==> src/rtl/ones_density_pkg.sv <==
// Shared constants and types for the ones-density measurement framer.
// Holds the frame sync byte, the flag bit layout and the transmit FSM states.
package ones_density_pkg;

  localparam logic [7:0] SYNC_BYTE    = 8'h53;
  localparam int         FLAG_OVR_BIT = 7;

  typedef enum logic [1:0] {
    IDLE,
    SEND,
    ACK,
    DRAIN
  } tx_state_e;

  // FLAGS byte: only the overrun bit is defined, every other bit reads as zero.
  function automatic logic [7:0] flags_byte(input logic ovr);
    logic [7:0] f;
    f = '0;
    f[FLAG_OVR_BIT] = ovr;
    return f;
  endfunction

endpackage

==> src/rtl/bit_sync.sv <==
// Two-flop synchronizer for a single asynchronous pad input.
// Output is the second-stage flop; reset clears both stages.
module bit_sync (
  input  logic clk,
  input  logic rst,
  input  logic d_i,
  output logic q_o
);

  logic meta_q;
  logic sync_q;

  always_ff @(posedge clk) begin
    if (rst) begin
      meta_q <= 1'b0;
      sync_q <= 1'b0;
    end else begin
      meta_q <= d_i;
      sync_q <= meta_q;
    end
  end

  assign q_o = sync_q;

endmodule

==> src/rtl/ones_density_framer.sv <==
// Counts synchronized comparator ones over a 2^WIN_LOG2 clock window and sends
// each accepted result as a checksummed byte frame through a busy/start UART handshake.
module ones_density_framer
  import ones_density_pkg::*;
#(
  parameter int WIN_LOG2  = 24,
  parameter int CNT_BYTES = 4
) (
  input  logic              clk,
  input  logic              rst,
  input  logic              comp_in,
  input  logic              en,
  input  logic              tx_busy,
  output logic [7:0]        tx_dat,
  output logic              tx_start,
  output logic [WIN_LOG2:0] sample,
  output logic              sample_valid,
  output logic              overrun
);

  localparam int CNT_W = 8 * CNT_BYTES;
  localparam int IDX_W = $clog2(CNT_BYTES + 3);
  localparam logic [IDX_W-1:0] SYNC_IDX  = '0;
  localparam logic [IDX_W-1:0] FLAGS_IDX = IDX_W'(1);
  localparam logic [IDX_W-1:0] LAST_IDX  = IDX_W'(CNT_BYTES + 2);

  if (WIN_LOG2 < 4 || WIN_LOG2 > 30) begin : g_win_range_err
    $error("ones_density_framer: WIN_LOG2 must be within 4..30");
  end
  if (CNT_W < WIN_LOG2 + 1) begin : g_cnt_bytes_err
    $error("ones_density_framer: CNT_BYTES too small to hold WIN_LOG2+1 count bits");
  end

  logic s;

  bit_sync u_comp_sync (
    .clk (clk),
    .rst (rst),
    .d_i (comp_in),
    .q_o (s)
  );

  // ---------------- window accumulation ----------------
  logic [WIN_LOG2-1:0] win_ctr_q;
  logic [WIN_LOG2:0]   ones_q;
  logic [WIN_LOG2:0]   ones_sum;
  logic [WIN_LOG2:0]   sample_q;
  logic                sample_valid_q;
  logic                win_end;

  // The extra count bit lets an all-ones window read 2^WIN_LOG2 instead of wrapping.
  assign ones_sum = ones_q + {{WIN_LOG2{1'b0}}, s};
  assign win_end  = en && (&win_ctr_q);

  always_ff @(posedge clk) begin
    if (rst) begin
      win_ctr_q      <= '0;
      ones_q         <= '0;
      sample_q       <= '0;
      sample_valid_q <= 1'b0;
    end else begin
      sample_valid_q <= win_end;
      if (en) begin
        win_ctr_q <= win_ctr_q + WIN_LOG2'(1);
        ones_q    <= win_end ? '0 : ones_sum;
      end
      if (win_end) begin
        sample_q <= ones_sum;
      end
    end
  end

  // ---------------- frame transmitter ----------------
  tx_state_e        state_q, state_d;
  logic [IDX_W-1:0] idx_q, idx_d;
  logic [7:0]       chk_q, chk_d;
  logic [CNT_W-1:0] cnt_sh_q, cnt_sh_d;
  logic [7:0]       flags_q, flags_d;
  logic             sticky_q, sticky_d;
  logic [7:0]       tx_dat_q, tx_dat_d;
  logic             tx_start_q, tx_start_d;
  logic             overrun_q, overrun_d;
  logic [CNT_W-1:0] sample_ext;
  logic [7:0]       byte_sel;
  logic             is_cnt_byte;

  always_comb begin
    sample_ext = '0;
    sample_ext[WIN_LOG2:0] = ones_sum;
  end

  // Count bytes leave MSB first from the top of a shift register, avoiding a wide mux.
  always_comb begin
    is_cnt_byte = 1'b0;
    if (idx_q == SYNC_IDX) begin
      byte_sel = SYNC_BYTE;
    end else if (idx_q == FLAGS_IDX) begin
      byte_sel = flags_q;
    end else if (idx_q == LAST_IDX) begin
      byte_sel = chk_q;
    end else begin
      byte_sel    = cnt_sh_q[CNT_W-1 -: 8];
      is_cnt_byte = 1'b1;
    end
  end

  always_comb begin
    state_d    = state_q;
    idx_d      = idx_q;
    chk_d      = chk_q;
    cnt_sh_d   = cnt_sh_q;
    flags_d    = flags_q;
    sticky_d   = sticky_q;
    tx_dat_d   = tx_dat_q;
    tx_start_d = 1'b0;
    overrun_d  = 1'b0;

    case (state_q)
      IDLE: begin
        if (win_end) begin
          cnt_sh_d = sample_ext;
          flags_d  = flags_byte(sticky_q);
          sticky_d = 1'b0;
          idx_d    = '0;
          chk_d    = '0;
          state_d  = SEND;
        end
      end
      SEND: begin
        if (!tx_busy) begin
          tx_dat_d   = byte_sel;
          tx_start_d = 1'b1;
          chk_d      = chk_q ^ byte_sel;
          if (is_cnt_byte) begin
            cnt_sh_d = cnt_sh_q << 8;
          end
          state_d = ACK;
        end
      end
      ACK: begin
        if (tx_busy) begin
          state_d = DRAIN;
        end
      end
      DRAIN: begin
        if (!tx_busy) begin
          if (idx_q == LAST_IDX) begin
            state_d = IDLE;
          end else begin
            idx_d   = idx_q + IDX_W'(1);
            state_d = SEND;
          end
        end
      end
      default: state_d = IDLE;
    endcase

    // Any window finishing outside IDLE (including the DRAIN->IDLE cycle) is dropped.
    if (win_end && state_q != IDLE) begin
      overrun_d = 1'b1;
      sticky_d  = 1'b1;
    end
  end

  always_ff @(posedge clk) begin
    if (rst) begin
      state_q    <= IDLE;
      idx_q      <= '0;
      chk_q      <= '0;
      cnt_sh_q   <= '0;
      flags_q    <= '0;
      sticky_q   <= 1'b0;
      tx_dat_q   <= '0;
      tx_start_q <= 1'b0;
      overrun_q  <= 1'b0;
    end else begin
      state_q    <= state_d;
      idx_q      <= idx_d;
      chk_q      <= chk_d;
      cnt_sh_q   <= cnt_sh_d;
      flags_q    <= flags_d;
      sticky_q   <= sticky_d;
      tx_dat_q   <= tx_dat_d;
      tx_start_q <= tx_start_d;
      overrun_q  <= overrun_d;
    end
  end

  assign tx_dat       = tx_dat_q;
  assign tx_start     = tx_start_q;
  assign sample       = sample_q;
  assign sample_valid = sample_valid_q;
  assign overrun      = overrun_q;

endmodule

==> config.mk <==
export PLATFORM = sky130hd
export DESIGN_NAME = ones_density_framer
export DESIGN_NICKNAME = d
export VERILOG_FILES = /design/src/rtl/ones_density_pkg.sv /design/src/rtl/bit_sync.sv /design/src/rtl/ones_density_framer.sv
export SDC_FILE = /design/constraint.sdc
export NUM_CORES = 1
export LEC_CHECK = 0
export ABC_AREA = 1
export BUFFER_PORTS_ARGS = -buffer_cell sky130_fd_sc_hd__buf_4
export CORE_UTILIZATION = 35
export CTS_CLUSTER_DIAMETER = 30
export DETAILED_ROUTE_END_ITERATION = 12
export GPL_ROUTABILITY_DRIVEN = 0
export HOLD_SLACK_MARGIN = 0.03
export PLACE_DENSITY = 0.58
export SLEW_MARGIN = 20
export SYNTH_ARGS = -nofsm -noshare
export SYNTH_HDL_FRONTEND = slang
export SYNTH_SLANG_ARGS = --single-unit
==> constraint.sdc <==
create_clock -name clk -period 1.7 [get_ports clk]
set_input_delay 0.085 -clock clk [delete_from_list [all_inputs] [get_ports clk]]
set_output_delay 0.085 -clock clk [all_outputs]
set_load 0.01 [all_outputs]
==> summary.txt <==
Floorplan
  – DIE HEIGHT: 140.3 um
  – Initial core utilization: 0.3577
  – Die area: about 20,000 um^2
  – I/O Pins: 41
  – Core ar.: 18,710 um^2
  – Die W: 140.3 um
  – Row count: 50

Status
  – Failing checks: negative setup slack
  – Status: finished, violations left

Global routing
  – Largest net degree at the start of global routing: 64
  – First-pass GRT wire length: a little under 30 mm
  – Total GRT Usage: 0.1869
  – GRT overflow: 0
  – Initial antenna violation count: 0
  – Vias in the first global route: just under 6,000

Routing
  – DR WL/cell: 13.27 um
  – Via count: 6,533
  – TritonRoute pass-1 iters: 4
  – # DRC: 0
  – Antenna Nets Post-Route: 0
  – Via-to-Cell Ratio: 4.673
  – Initial DRC count: 286
  – Routed wire length: 18.56 mm

STA
  – Final setup TNS: -0.06379 ns
  – FMAX: ~580 MHz
  – Period utilization: 1.018
  – Worst slew pin tran: 0.3917 ns
  – Final hold vios: 0
  – Final Critical Period: 1.731 ns
  – Worst clock skew: 0.008818 ns
  – Slew headroom: 0.7380
  – Final slew viol count: 0
  – Count of final setup violators: 3
  – Worst setup margin: -0.03089 ns
  – RSZ-0062 raised after global routing: true

Placement
  – Port Buffer Count: 40
  – Dpl hpwl: 11.94 mm
  – Inst Count DP: about 1,300

Setup path
  – Largest fanout on the critical path: 3
  – Crit-path slowest cell: dfxtp_2
  – Setup Crit Path Kind: register to register
  – Worst path cell trace: ha_4, ha_4, nand2_2, nor2_4, nand2_2, buf_4, xor2_1, or2_2, a21oi_2
  – CP peak stage delay: 0.34 ns
  – Worst EP required: 2.07 ns
  – Crit start category: register
  – Crit end category: register
  – Data arrival, critical path: between 2 and 2.5 ns

Clock tree
  – H-tree levels: 4
  – CTS Buf Count: 17
  – CTS tree: done
  – CTS Sinks: 134
  – CTS Buffer Depth: 2
  – Clock root cell: clkbuf_16
  – Clock slew at reported path FFs: 0.06 ns
  – Clock Latency Late Sink: 0.43 ns

Cells and area
  – Fill cells: 1,862
  – Most frequent cells in the layout: nand2_1 (271), nor2_1 (141), dfxtp_1 (125), buf_4 (125), inv_1 (111)
  – # nets final: 1,167
  – Register area: 2699 um^2
  – Layout cell share with drive strength beyond 1: 0.2526
  – Final Non-Filler Cells: 1,398
  – # diodes: 0
  – Most common cell after layout, fill and taps aside: nand2_1
  – Multi-input logic area: 3760 um^2
  – P&R area growth vs syn: 35.77%

Logic synthesis
  – Synth unique cells: 37
  – Synthesis-stage register bit count: 134
  – Ys Warns: 0
  – Syn nets: 1,042
  – Post-synth EDFFs: 0
  – Ys flop type: dfxtp_1
  – Synth async-reset ratio: 0
  – Cells after synthesis: 1,026
  – Sequential share of the synthesized area: 0.4009
  – Mapped cell area: 6691 um^2
  – Avg Inst Size Synth: approximately 6.5 um^2

Pwr
  – Power Density: 754.5 nW/um^2
  – Leakage: 3.946 nW
  – VDD IR-drop max: 0.7274 mV

Hold path
  – HP Class: input pin to register

Run
  – Max-Cap Viols: 0
cell usage after synthesis, types with 2 or more instances:
| master | number | area (um^2) |
|---|---|---|
| a21oi_1 | 60 | 300.3 |
| a21oi_2 | 8 | 70.07 |
| a31oi_1 | 6 | 37.54 |
| and2_1 | 2 | 12.51 |
| buf_1 | 2 | 7.510 |
| buf_2 | 11 | 55.05 |
| buf_6 | 2 | 22.52 |
| clkbuf_1 | 25 | 93.84 |
| dfxtp_1 | 134 | 2683 |
| ha_1 | 11 | 137.6 |
| inv_1 | 116 | 435.4 |
| inv_2 | 3 | 11.26 |
| nand2_1 | 306 | 1149 |
| nand2_2 | 2 | 12.51 |
| nand3_1 | 57 | 285.3 |
| nand3b_1 | 2 | 15.01 |
| nand4_1 | 21 | 131.4 |
| nor2_1 | 161 | 604.3 |
| nor2_2 | 5 | 31.28 |
| nor3_1 | 6 | 30.03 |
| o211ai_1 | 5 | 37.54 |
| o21ai_0 | 51 | 255.2 |
| xnor2_1 | 5 | 43.79 |
| xor2_1 | 12 | 105.1 |
metal layers:
layer  wire, um  up-vias  part of all wire  global-route usage
met5          0        -                 0                   0
met4        389        0             0.021             0.07114
met3        624       30             0.034             0.03658
met2       8685       88              0.47              0.2992
met1       8857     2948              0.48              0.2479
li1           -     3467                 -                   -
report_power, final:
group          internal, W  switching (W)  leakage, nW  total (W)
combinational    0.0000619       0.000114         2.60   0.000176
sequential         0.00315     0.00000732         1.08    0.00315
clock              0.00203        0.00150        0.264    0.00353
per-stage QoR:
stage          hold slack (ns)  setup WS, ns    util  power (W)  area [um^2]
3_3_place_gp            0.3032      -0.09511  0.4185   0.003369         7829
5_1_grt                0.08905       -0.1438  0.4857   0.007089         9085
6_report               0.07287      -0.03089  0.4857   0.006855         9085
3_5_place_dp            0.3035      -0.09593  0.4185   0.003369         7829
2_1_floorplan           0.1920      -0.01414       -   0.003306         6739
4_1_cts                0.06498     -0.007961  0.4536   0.006921         8486
flip-flops by register name, indices dropped and copies added (netlist names):
name	cells
cnt_sh_q	32
ones_q	25
sample	25
win_ctr_q	24
chk_q	8
tx_dat	8
idx_q	3
state_q	2
flags_q	1
overrun	1
sample_valid	1
sticky_q	1
tx_start	1
u_comp_sync.meta_q	1
u_comp_sync.q_o	1
final timing paths:
path,depth (start not counted),to,slack [ns],startpoint
hold reg to reg,2,u_comp_sync.q_o$_SDFF_PP0_,0.45,u_comp_sync.meta_q$_SDFF_PP0_
setup / recovery,9,ones_q[8]$_SDFFE_PP0P_,-0.03,u_comp_sync.q_o$_SDFF_PP0_
setup reg to reg,9,ones_q[8]$_SDFFE_PP0P_,-0.03,u_comp_sync.q_o$_SDFF_PP0_
hold / removal,4,tx_start$_SDFF_PP0_,0.07,tx_busy
cell families (layout without fill, tap and decap cells):
kind of cell | count (synthesis) | in the layout | share of synthesized area
and+or+nand+nor | 568 | 568 | 0.3489
buffers and inverters | 161 | 299 | 0.09518
AOI/OAI and AO/OA | 134 | 134 | 0.1107
DFF | 134 | 134 | 0.4009
xor gates and xnor gates | 17 | 17 | 0.02225
adders and majority gates | 11 | 11 | 0.02057
muxes | 1 | 1 | 0.001496
timing repair:
action,4_1_cts,5_1_grt
hold buffers,3,0
gates cloned,0,9
setup buffers,0,13
setup endpoints to repair,48,107
endpoints found under the hold margin,4,0
gates resized for setup,23,104
pin swaps,4,21
critical path: cells and delay by family, from the launching register on:
| kind | cells | cell delay, ns |
|---|---|---|
| xor+xnor | 1 | 0.15 |
| compound gates | 1 | 0.12 |
| flops | 1 | 0.34 |
| simple gates | 4 | 0.63 |
| fa+ha+maj | 2 | 0.28 |
| buf+inv | 1 | 0.16 |
layout make-up:
cell class | instances | area share
tap | 234 | 0.03223
clock buffer | 19 | 0.04765
clock inverter | 13 | 0.01405
multi-input combinational | 731 | 0.4139
inverter | 120 | 0.05013
sequential | 134 | 0.2971
timing repair buffer | 147 | 0.1450
(Power assumes the default switching activity.)
